<file path="config.mk">
export PLATFORM = sky130hd
export DESIGN_NAME = face_frame_scheduler_flat
export DESIGN_NICKNAME = d
export VERILOG_FILES = /design/src/rtl/face_pkg.sv /design/src/rtl/face_frame_scheduler_if.sv /design/src/rtl/face_frame_scheduler_rr_arbiter2.sv /design/src/rtl/face_frame_scheduler.sv /design/src/flat_wrapper.sv
export SDC_FILE = /design/constraint.sdc
export NUM_CORES = 1
export LEC_CHECK = 0
export ABC_AREA = 0
export BUFFER_PORTS_ARGS = -buffer_cell sky130_fd_sc_hd__buf_2
export CORE_ASPECT_RATIO = 1.1
export CORE_MARGIN = 4
export CORE_UTILIZATION = 31
export DETAILED_ROUTE_END_ITERATION = 8
export SYNTH_ARGS = -nofsm -noshare
export SYNTH_HDL_FRONTEND = slang
export SYNTH_SLANG_ARGS = --single-unit
</file>
<file path="constraint.sdc">
create_clock -name clk -period 8.6 [get_ports clk]
set_clock_uncertainty 0.2 [all_clocks]
set_input_delay 2.58 -clock clk [delete_from_list [all_inputs] [get_ports clk]]
set_output_delay 2.58 -clock clk [all_outputs]
set_load 0.03 [all_outputs]
</file>
<file path="src/rtl/face_pkg.sv">
// Shared definitions for the face frame scheduler: FSM states, default
// geometry and timing, widths of the engine result path.
package face_pkg;

  localparam int unsigned DEF_WIDTH       = 256;
  localparam int unsigned DEF_DEPTH       = 256;
  localparam int unsigned DEF_COLOR_DEPTH = 8;
  localparam int unsigned DEF_TIMEOUT     = 200000;

  localparam int unsigned CENTROID_W  = 8;
  localparam int unsigned FRAME_CNT_W = 16;
  localparam int unsigned NUM_REQ     = 2;

  typedef enum logic [2:0] {
    S_IDLE     = 3'd0,
    S_ARM      = 3'd1,
    S_STREAM   = 3'd2,
    S_DRAIN    = 3'd3,
    S_READOUT  = 3'd4,
    S_CENTROID = 3'd5,
    S_REPORT   = 3'd6
  } state_t;

  // One-hot grant vector for a requester index
  function automatic logic [NUM_REQ-1:0] idx_to_onehot(input logic idx);
    return idx ? 2'b10 : 2'b01;
  endfunction

endpackage

</file>
<file path="src/rtl/face_frame_scheduler_if.sv">
// Requester-side bundle of the face frame scheduler.
//   req        : per-requester frame request (level, held until grant)
//   srcN_r/g/b : requester N pixel, srcN_valid its valid flag
//   pix_ready  : one-hot, granted requester's pixel consumed this cycle
//   grant      : one-hot engine owner, 0 when idle
// master = requesters, slave = scheduler.
interface face_frame_scheduler_if
  import face_pkg::*;
#(
  parameter int unsigned COLOR_DEPTH = DEF_COLOR_DEPTH
) ();

  logic [NUM_REQ-1:0]     req;
  logic [COLOR_DEPTH-1:0] src0_r;
  logic [COLOR_DEPTH-1:0] src0_g;
  logic [COLOR_DEPTH-1:0] src0_b;
  logic                   src0_valid;
  logic [COLOR_DEPTH-1:0] src1_r;
  logic [COLOR_DEPTH-1:0] src1_g;
  logic [COLOR_DEPTH-1:0] src1_b;
  logic                   src1_valid;
  logic [NUM_REQ-1:0]     pix_ready;
  logic [NUM_REQ-1:0]     grant;

  modport master (
    output req,
    output src0_r, src0_g, src0_b, src0_valid,
    output src1_r, src1_g, src1_b, src1_valid,
    input  pix_ready,
    input  grant
  );

  modport slave (
    input  req,
    input  src0_r, src0_g, src0_b, src0_valid,
    input  src1_r, src1_g, src1_b, src1_valid,
    output pix_ready,
    output grant
  );

endinterface

</file>
<file path="src/rtl/face_frame_scheduler_rr_arbiter2.sv">
// Two-way round-robin arbiter.
//   clk, rst_n : clock, async active-low reset
//   req_i      : request vector
//   load_i     : frame finished; remember its owner
//   owner_i    : index of the requester that owned the finished frame
//   gnt_c      : combinational one-hot grant (0 when no request)
module rr_arbiter2
  import face_pkg::*;
(
  input  logic               clk,
  input  logic               rst_n,
  input  logic [NUM_REQ-1:0] req_i,
  input  logic               load_i,
  input  logic               owner_i,
  output logic [NUM_REQ-1:0] gnt_c
);

  // Requester that wins a tie; the one not served last (0 after reset)
  logic prio_q;
  logic prio_d;

  always_comb begin
    gnt_c = '0;
    case (req_i)
      2'b01:   gnt_c = 2'b01;
      2'b10:   gnt_c = 2'b10;
      2'b11:   gnt_c = idx_to_onehot(prio_q);
      default: gnt_c = '0;
    endcase
  end

  always_comb begin
    prio_d = prio_q;
    if (load_i) prio_d = ~owner_i;
  end

  always_ff @(posedge clk or negedge rst_n) begin
    if (!rst_n) prio_q <= 1'b0;
    else        prio_q <= prio_d;
  end

endmodule

</file>
<file path="src/rtl/face_frame_scheduler.sv">
// Arbiter and frame sequencer in front of the skin-detect/centroid engine.
//   clk, rst_n           : clock, async active-low reset
//   src_if (slave)       : requests, two pixel sources, pix_ready, grant
//   fr_enable            : engine start strobe (ARM cycle)
//   fr_r/g/b             : pixel to engine, combinational from granted source
//   fr_finish            : engine readout-phase flag
//   fr_centroid_x/y/done : engine centroid result
//   busy                 : high outside IDLE
//   result_valid/x/y/owner : one-cycle result report, latched centroid
//   underrun             : sticky, a source pixel was missing during STREAM
//   timeout              : one-cycle pulse when a wait state expires
//   frame_count          : completed frames, wrapping
module face_frame_scheduler
  import face_pkg::*;
#(
  parameter int unsigned WIDTH       = DEF_WIDTH,
  parameter int unsigned DEPTH       = DEF_DEPTH,
  parameter int unsigned COLOR_DEPTH = DEF_COLOR_DEPTH,
  parameter int unsigned TIMEOUT     = DEF_TIMEOUT
) (
  input  logic                   clk,
  input  logic                   rst_n,
  face_frame_scheduler_if.slave  src_if,
  output logic                   fr_enable,
  output logic [COLOR_DEPTH-1:0] fr_r,
  output logic [COLOR_DEPTH-1:0] fr_g,
  output logic [COLOR_DEPTH-1:0] fr_b,
  input  logic                   fr_finish,
  input  logic [CENTROID_W-1:0]  fr_centroid_x,
  input  logic [CENTROID_W-1:0]  fr_centroid_y,
  input  logic                   fr_centroid_done,
  output logic                   busy,
  output logic                   result_valid,
  output logic [CENTROID_W-1:0]  result_x,
  output logic [CENTROID_W-1:0]  result_y,
  output logic                   result_owner,
  output logic                   underrun,
  output logic                   timeout,
  output logic [FRAME_CNT_W-1:0] frame_count
);

  localparam int unsigned PIX_N = WIDTH * DEPTH;
  localparam int unsigned PIX_W = $clog2(PIX_N) + 1;
  localparam int unsigned TMR_W = $clog2(TIMEOUT) + 1;

  state_t                 state_q, state_d;
  logic [PIX_W-1:0]       pix_cnt_q, pix_cnt_d;
  logic [TMR_W-1:0]       tmr_q, tmr_d;
  logic [NUM_REQ-1:0]     grant_q, grant_d;
  logic [NUM_REQ-1:0]     pix_ready_q, pix_ready_d;
  logic                   fr_enable_q, fr_enable_d;
  logic                   busy_q, busy_d;
  logic                   result_valid_q, result_valid_d;
  logic [CENTROID_W-1:0]  result_x_q, result_x_d;
  logic [CENTROID_W-1:0]  result_y_q, result_y_d;
  logic                   result_owner_q, result_owner_d;
  logic                   underrun_q, underrun_d;
  logic                   timeout_q, timeout_d;
  logic [FRAME_CNT_W-1:0] frame_count_q, frame_count_d;

  logic               owner;
  logic               sel_valid;
  logic               pix_en;
  logic               tmr_expired;
  logic               arb_load;
  logic [NUM_REQ-1:0] arb_gnt_c;

  assign owner       = grant_q[1];
  assign sel_valid   = owner ? src_if.src1_valid : src_if.src0_valid;
  assign tmr_expired = (tmr_q == TMR_W'(TIMEOUT - 1));

  rr_arbiter2 u_arb (
    .clk     (clk),
    .rst_n   (rst_n),
    .req_i   (src_if.req),
    .load_i  (arb_load),
    .owner_i (owner),
    .gnt_c   (arb_gnt_c)
  );

  // Pixel path: the engine cannot stall, so a missing pixel is sent as zero
  assign pix_en = (state_q == S_STREAM) && sel_valid;
  assign fr_r   = pix_en ? (owner ? src_if.src1_r : src_if.src0_r) : '0;
  assign fr_g   = pix_en ? (owner ? src_if.src1_g : src_if.src0_g) : '0;
  assign fr_b   = pix_en ? (owner ? src_if.src1_b : src_if.src0_b) : '0;

  // Next-state and registered-output logic
  always_comb begin
    state_d        = state_q;
    pix_cnt_d      = pix_cnt_q;
    tmr_d          = tmr_q;
    grant_d        = grant_q;
    result_x_d     = result_x_q;
    result_y_d     = result_y_q;
    result_owner_d = result_owner_q;
    underrun_d     = underrun_q;
    timeout_d      = 1'b0;
    frame_count_d  = frame_count_q;
    arb_load       = 1'b0;

    case (state_q)
      S_IDLE: begin
        if (src_if.req != '0) begin
          state_d = S_ARM;
          grant_d = arb_gnt_c;
        end
      end
      S_ARM: begin
        state_d   = S_STREAM;
        pix_cnt_d = '0;
      end
      S_STREAM: begin
        if (!sel_valid) underrun_d = 1'b1;
        if (pix_cnt_q == PIX_W'(PIX_N - 1)) begin
          state_d = S_DRAIN;
          tmr_d   = '0;
        end else begin
          pix_cnt_d = pix_cnt_q + PIX_W'(1);
        end
      end
      S_DRAIN, S_READOUT, S_CENTROID: begin
        if (state_q == S_DRAIN && fr_finish) begin
          state_d = S_READOUT;
          tmr_d   = '0;
        end else if (state_q == S_READOUT && !fr_finish) begin
          state_d = S_CENTROID;
          tmr_d   = '0;
        end else if (state_q == S_CENTROID && fr_centroid_done) begin
          state_d        = S_REPORT;
          result_x_d     = fr_centroid_x;
          result_y_d     = fr_centroid_y;
          result_owner_d = owner;
          frame_count_d  = frame_count_q + FRAME_CNT_W'(1);
        end else if (tmr_expired) begin
          // Abandon the frame; the owner still counts as served
          state_d   = S_IDLE;
          grant_d   = '0;
          timeout_d = 1'b1;
          arb_load  = 1'b1;
        end else begin
          tmr_d = tmr_q + TMR_W'(1);
        end
      end
      S_REPORT: begin
        state_d  = S_IDLE;
        grant_d  = '0;
        arb_load = 1'b1;
      end
      default: begin
        state_d = S_IDLE;
        grant_d = '0;
      end
    endcase

    // Status outputs follow the state being entered so they line up with it
    fr_enable_d    = (state_d == S_ARM);
    pix_ready_d    = (state_d == S_STREAM) ? grant_d : '0;
    busy_d         = (state_d != S_IDLE);
    result_valid_d = (state_d == S_REPORT);
  end

  always_ff @(posedge clk or negedge rst_n) begin
    if (!rst_n) begin
      state_q        <= S_IDLE;
      pix_cnt_q      <= '0;
      tmr_q          <= '0;
      grant_q        <= '0;
      pix_ready_q    <= '0;
      fr_enable_q    <= 1'b0;
      busy_q         <= 1'b0;
      result_valid_q <= 1'b0;
      result_x_q     <= '0;
      result_y_q     <= '0;
      result_owner_q <= 1'b0;
      underrun_q     <= 1'b0;
      timeout_q      <= 1'b0;
      frame_count_q  <= '0;
    end else begin
      state_q        <= state_d;
      pix_cnt_q      <= pix_cnt_d;
      tmr_q          <= tmr_d;
      grant_q        <= grant_d;
      pix_ready_q    <= pix_ready_d;
      fr_enable_q    <= fr_enable_d;
      busy_q         <= busy_d;
      result_valid_q <= result_valid_d;
      result_x_q     <= result_x_d;
      result_y_q     <= result_y_d;
      result_owner_q <= result_owner_d;
      underrun_q     <= underrun_d;
      timeout_q      <= timeout_d;
      frame_count_q  <= frame_count_d;
    end
  end

  assign src_if.grant     = grant_q;
  assign src_if.pix_ready = pix_ready_q;
  assign fr_enable        = fr_enable_q;
  assign busy             = busy_q;
  assign result_valid     = result_valid_q;
  assign result_x         = result_x_q;
  assign result_y         = result_y_q;
  assign result_owner     = result_owner_q;
  assign underrun         = underrun_q;
  assign timeout          = timeout_q;
  assign frame_count      = frame_count_q;

endmodule

</file>
<file path="src/flat_wrapper.sv">
// flat-port wrapper written by rule: the top's interface ports become plain ports
module face_frame_scheduler_flat import face_pkg::*;
#(
  parameter int unsigned WIDTH       = DEF_WIDTH,
  parameter int unsigned DEPTH       = DEF_DEPTH,
  parameter int unsigned COLOR_DEPTH = DEF_COLOR_DEPTH,
  parameter int unsigned TIMEOUT     = DEF_TIMEOUT
)
  (clk, rst_n, fr_enable, fr_r, fr_g, fr_b, fr_finish, fr_centroid_x, fr_centroid_y, fr_centroid_done, busy, result_valid, result_x, result_y, result_owner, underrun, timeout, frame_count, src_if_req, src_if_src0_r, src_if_src0_g, src_if_src0_b, src_if_src0_valid, src_if_src1_r, src_if_src1_g, src_if_src1_b, src_if_src1_valid, src_if_pix_ready, src_if_grant);
  face_frame_scheduler_if #(.COLOR_DEPTH(COLOR_DEPTH)) src_if_i ();
  input  logic clk;
  input  logic rst_n;
  output logic fr_enable;
  output logic [COLOR_DEPTH-1:0] fr_r;
  output logic [COLOR_DEPTH-1:0] fr_g;
  output logic [COLOR_DEPTH-1:0] fr_b;
  input  logic fr_finish;
  input  logic [CENTROID_W-1:0] fr_centroid_x;
  input  logic [CENTROID_W-1:0] fr_centroid_y;
  input  logic fr_centroid_done;
  output logic busy;
  output logic result_valid;
  output logic [CENTROID_W-1:0] result_x;
  output logic [CENTROID_W-1:0] result_y;
  output logic result_owner;
  output logic underrun;
  output logic timeout;
  output logic [FRAME_CNT_W-1:0] frame_count;
  input wire logic [$bits(src_if_i.req)-1:0] src_if_req;
  input wire logic [$bits(src_if_i.src0_r)-1:0] src_if_src0_r;
  input wire logic [$bits(src_if_i.src0_g)-1:0] src_if_src0_g;
  input wire logic [$bits(src_if_i.src0_b)-1:0] src_if_src0_b;
  input wire logic [$bits(src_if_i.src0_valid)-1:0] src_if_src0_valid;
  input wire logic [$bits(src_if_i.src1_r)-1:0] src_if_src1_r;
  input wire logic [$bits(src_if_i.src1_g)-1:0] src_if_src1_g;
  input wire logic [$bits(src_if_i.src1_b)-1:0] src_if_src1_b;
  input wire logic [$bits(src_if_i.src1_valid)-1:0] src_if_src1_valid;
  output wire logic [$bits(src_if_i.pix_ready)-1:0] src_if_pix_ready;
  output wire logic [$bits(src_if_i.grant)-1:0] src_if_grant;
  assign src_if_i.req = src_if_req;
  assign src_if_i.src0_r = src_if_src0_r;
  assign src_if_i.src0_g = src_if_src0_g;
  assign src_if_i.src0_b = src_if_src0_b;
  assign src_if_i.src0_valid = src_if_src0_valid;
  assign src_if_i.src1_r = src_if_src1_r;
  assign src_if_i.src1_g = src_if_src1_g;
  assign src_if_i.src1_b = src_if_src1_b;
  assign src_if_i.src1_valid = src_if_src1_valid;
  assign src_if_pix_ready = src_if_i.pix_ready;
  assign src_if_grant = src_if_i.grant;
  face_frame_scheduler #(.WIDTH(WIDTH), .DEPTH(DEPTH), .COLOR_DEPTH(COLOR_DEPTH), .TIMEOUT(TIMEOUT)) u_core (.clk(clk), .rst_n(rst_n), .src_if(src_if_i), .fr_enable(fr_enable), .fr_r(fr_r), .fr_g(fr_g), .fr_b(fr_b), .fr_finish(fr_finish), .fr_centroid_x(fr_centroid_x), .fr_centroid_y(fr_centroid_y), .fr_centroid_done(fr_centroid_done), .busy(busy), .result_valid(result_valid), .result_x(result_x), .result_y(result_y), .result_owner(result_owner), .underrun(underrun), .timeout(timeout), .frame_count(frame_count));
endmodule
</file>
==> out/qor.txt <==
Status: complete, no violations
Kind of cell adding the most delay to the critical path: simple AND/OR/NAND/NOR gates
Peak VDD IR: 0.000135 V
Synthesized instance count: 468
I/O Buffers: 137
DR WL/cell: 13.5 um
Peak Freq: 0.149 GHz
Area fraction of the dominant cell type after synthesis: 48.0%
Most frequent cells in the layout: 136 x buf_2, 87 x nand2_1, 82 x dfrtp_1
Slew @ Worst Pin: 0.997 ns
Synth area leaders: dfrtp_1 48%, nand2_1 7.6%, mux2i_1 5.9%
Period Utilization, post-route: 78.0%
Height of the die: 131 um
Clock root buffer master: clkbuf_16
CTS max path bufs: 2
Worst path cell trace: buf_2 -> mux2_2 -> nand2_1 -> nor2_1 -> buf_2
Gr busiest metal: met2
R2r worst-path depth: 6
Distinct cells, synth: 54
Clk Latency, worst-skew pair: 0.34 ns
HP Class: flop to flop
Setup TNS: 0 ns
Cell area after synthesis: 4270 sq um
Total of max-cap violations: 0
TritonCTS Buffers: 9
Reg clk slew, reported paths: 0.06 ns
M2 GR Usage: 24.3%
Hpwl dp: 7860 um
Commonest non-fill, non-tap cell in the layout: buf_2
Final wirelength: 10,700 um
ANT cells: 0
Crit path max fanout: 24
Met3 Usage GRT: 1.68%
Vias in the first global route: 3,699
Die W: 120 um
Worst path required time: 5.82 ns
Number of flops mapped to enable cells by yosys: 0
Hold Startpoint: u_core.underrun
Cell mode on critical path: buf_2
Seq. cell area: 2050 sq um
Initial antenna violation count: 0
Remaining antenna violation count after routing: 0
Lkg Pwr: 2.66 nW
Initial drt markers: 226
Synthesis-to-layout area growth: 26.8%
Remaining global-route overflow: 0
Die Footprint: 15,700 sq um
Final Instance Area: 5420 sq um
Final setup fails: 0
Worst slew margin: 33.2%
Tmin final: 6.71 ns
Ys async rst share: 100%
DRC: 0
# resized after CTS: 0
Worst hold path depth: 2
CTS tree: built
Starting Density: 31.9%
Multi-input logic area: 2110 sq um
Power Density: 273 nW/um^2
Met1 GRT Util: 16.7%
Vias/cell: 4.83
Clock sink total: 82
Placed inst area: 5130 sq um
GRT Util Overall: 13.5%
Startpoint Class: input pin
Largest net degree at the start of global routing: 83
Hold Path Sink: u_core.underrun
Setup bufs post-CTS: 0
IO Count: 138
RSZ-0062 raised after global routing: false
H-tree depth: 3
Core ar.: 13,400 sq um
R2R Path Start: u_core.tmr_q[9]
CP endpoint kind: primary output
CP arrival: 3.93 ns
GPL Wtd Cong: 0.836
Post-synth net total: 544
Layout Nets: 674
Crit Reg-Reg Endpoint: u_core.pix_cnt_q[14]
Hold Buf Count CTS: 0
# fillers: 1,307
Slowest stage cell, crit path: nand2_1
Row count: 44
Critical path class: input pin to primary output
Reg-to-reg slack, setup: 5.14 ns
Max-slew violations: 0
Via count: 3,803
CP Buf/Inv Count: 2
Post-Syn Area per Cell: 9.13 sq um
Register bit total from synthesis: 82
Ys flop type: dfrtp_1
Layout cells sized above 1: 27.2%
Sequential cell area fraction in the yosys report: 48.0%
DRT Pass-1 Iters: 4
CP max stage delay: 0.62 ns
Ys Warns: 0
First-pass GRT wire length: 17,700 um
Dominant cell type by area after synthesis: dfrtp_1
Final hold vios: 0
==> layer usage <==
layer,wire [um],share of wire (%)
met5,0,0
met4,142,1.3
met3,510,4.8
met2,5450,51
met1,4550,43
==> logic make-up after synthesis <==
kind of cell             share of synthesized area [%]
AO/OA/AOI/OAI                                     10.5
XOR/XNOR                                          5.33
adder cells (fa/ha/maj)                           1.17
buffers and inverters                             2.72
flip-flops                                        48.0
multiplexers                                      6.38
AND/OR/NAND/NOR                                   25.9
==> power by group <==
group	internal [mW]	switching, mW
combinational	0.182	0.411
sequential	0.455	0.0645
clock	0.206	0.162
total	0.844	0.637
==> how the worst max path moves through the flow <==
stage,startpoint,cells past startpoint,to
after floorplan,src_if_src1_valid,4,fr_b[1]
after global placement,src_if_src1_valid,5,fr_g[4]
after detailed placement,src_if_src1_valid,5,fr_r[5]
after CTS,src_if_src1_valid,5,fr_r[5]
after global routing,src_if_src1_valid,5,fr_g[4]
final,src_if_src1_valid,5,fr_g[2]
==> worst min-delay path, delay by kind of cell (launching register included) <==
| family | cells | cell delay, ns |
|---|---|---|
| DFF | 1 | 0.34 |
| buffers and inverters | 1 | 0.05 |
| AOI/OAI and AO/OA | 1 | 0.05 |
==> metrics by stage <==
| stage | power, mW | worst slack [ns] | hold slack (ns) | util (%) | cells |
|---|---|---|---|---|---|
| 2_1_floorplan | 0.959 | 2.34 | 0.248 | - | 468 |
| 3_3_place_gp | 1.11 | 1.93 | 0.253 | 38.3 | 771 |
| 3_5_place_dp | 1.13 | 1.89 | 0.255 | 38.3 | 771 |
| 4_1_cts | 1.50 | 1.89 | 0.269 | 40.5 | 787 |
| 5_1_grt | 1.57 | 1.78 | 0.292 | 40.5 | 787 |
| 6_report | 1.48 | 1.89 | 0.268 | 40.5 | 787 |
==> flip-flops by register name, indices dropped and copies added, names as in the netlist <==
name and cells:
u_core.busy 1, u_core.fr_enable 1, u_core.frame_count 16, u_core.pix_cnt_q 17, u_core.result_owner 1, u_core.result_valid 1, u_core.result_x 8, u_core.result_y 8
u_core.src_if.grant 2, u_core.src_if.pix_ready 2, u_core.state_q 3, u_core.timeout 1, u_core.tmr_q 19, u_core.u_arb.prio_q 1, u_core.underrun 1
==> synthesized netlist by cell type, types with 2 or more instances <==
| master | n |
|---|---|
| nand2_1 | 87 |
| dfrtp_1 | 82 |
| nor2_1 | 52 |
| mux2i_1 | 25 |
| o21ai_0 | 23 |
| nand3_1 | 22 |
| xnor2_1 | 16 |
| a21oi_1 | 15 |
| clkbuf_1 | 14 |
| nand4_1 | 10 |
| o31ai_1 | 10 |
| or3_1 | 10 |
| xor2_1 | 10 |
| and3_1 | 9 |
| inv_1 | 9 |
| nor3_1 | 9 |
| nor2b_1 | 8 |
| and4_1 | 4 |
| ha_1 | 4 |
| and2_1 | 3 |
| nor4_1 | 3 |
| or4_1 | 3 |
| a31oi_1 | 2 |
| buf_1 | 2 |
| buf_2 | 2 |
| mux2_2 | 2 |
| nand2b_1 | 2 |
| nor3b_1 | 2 |
| o21a_1 | 2 |
| o21ai_1 | 2 |
==> area by class of cell <==
type                       instances  area share, %
tap                              184           4.25
timing repair buffer             139           13.0
clock inverter                     6          0.901
inverter                           9          0.624
sequential                        82           37.9
clock buffer                      10           4.41
multi-input combinational        357           38.9
Power figures use the tool's default switching activity.
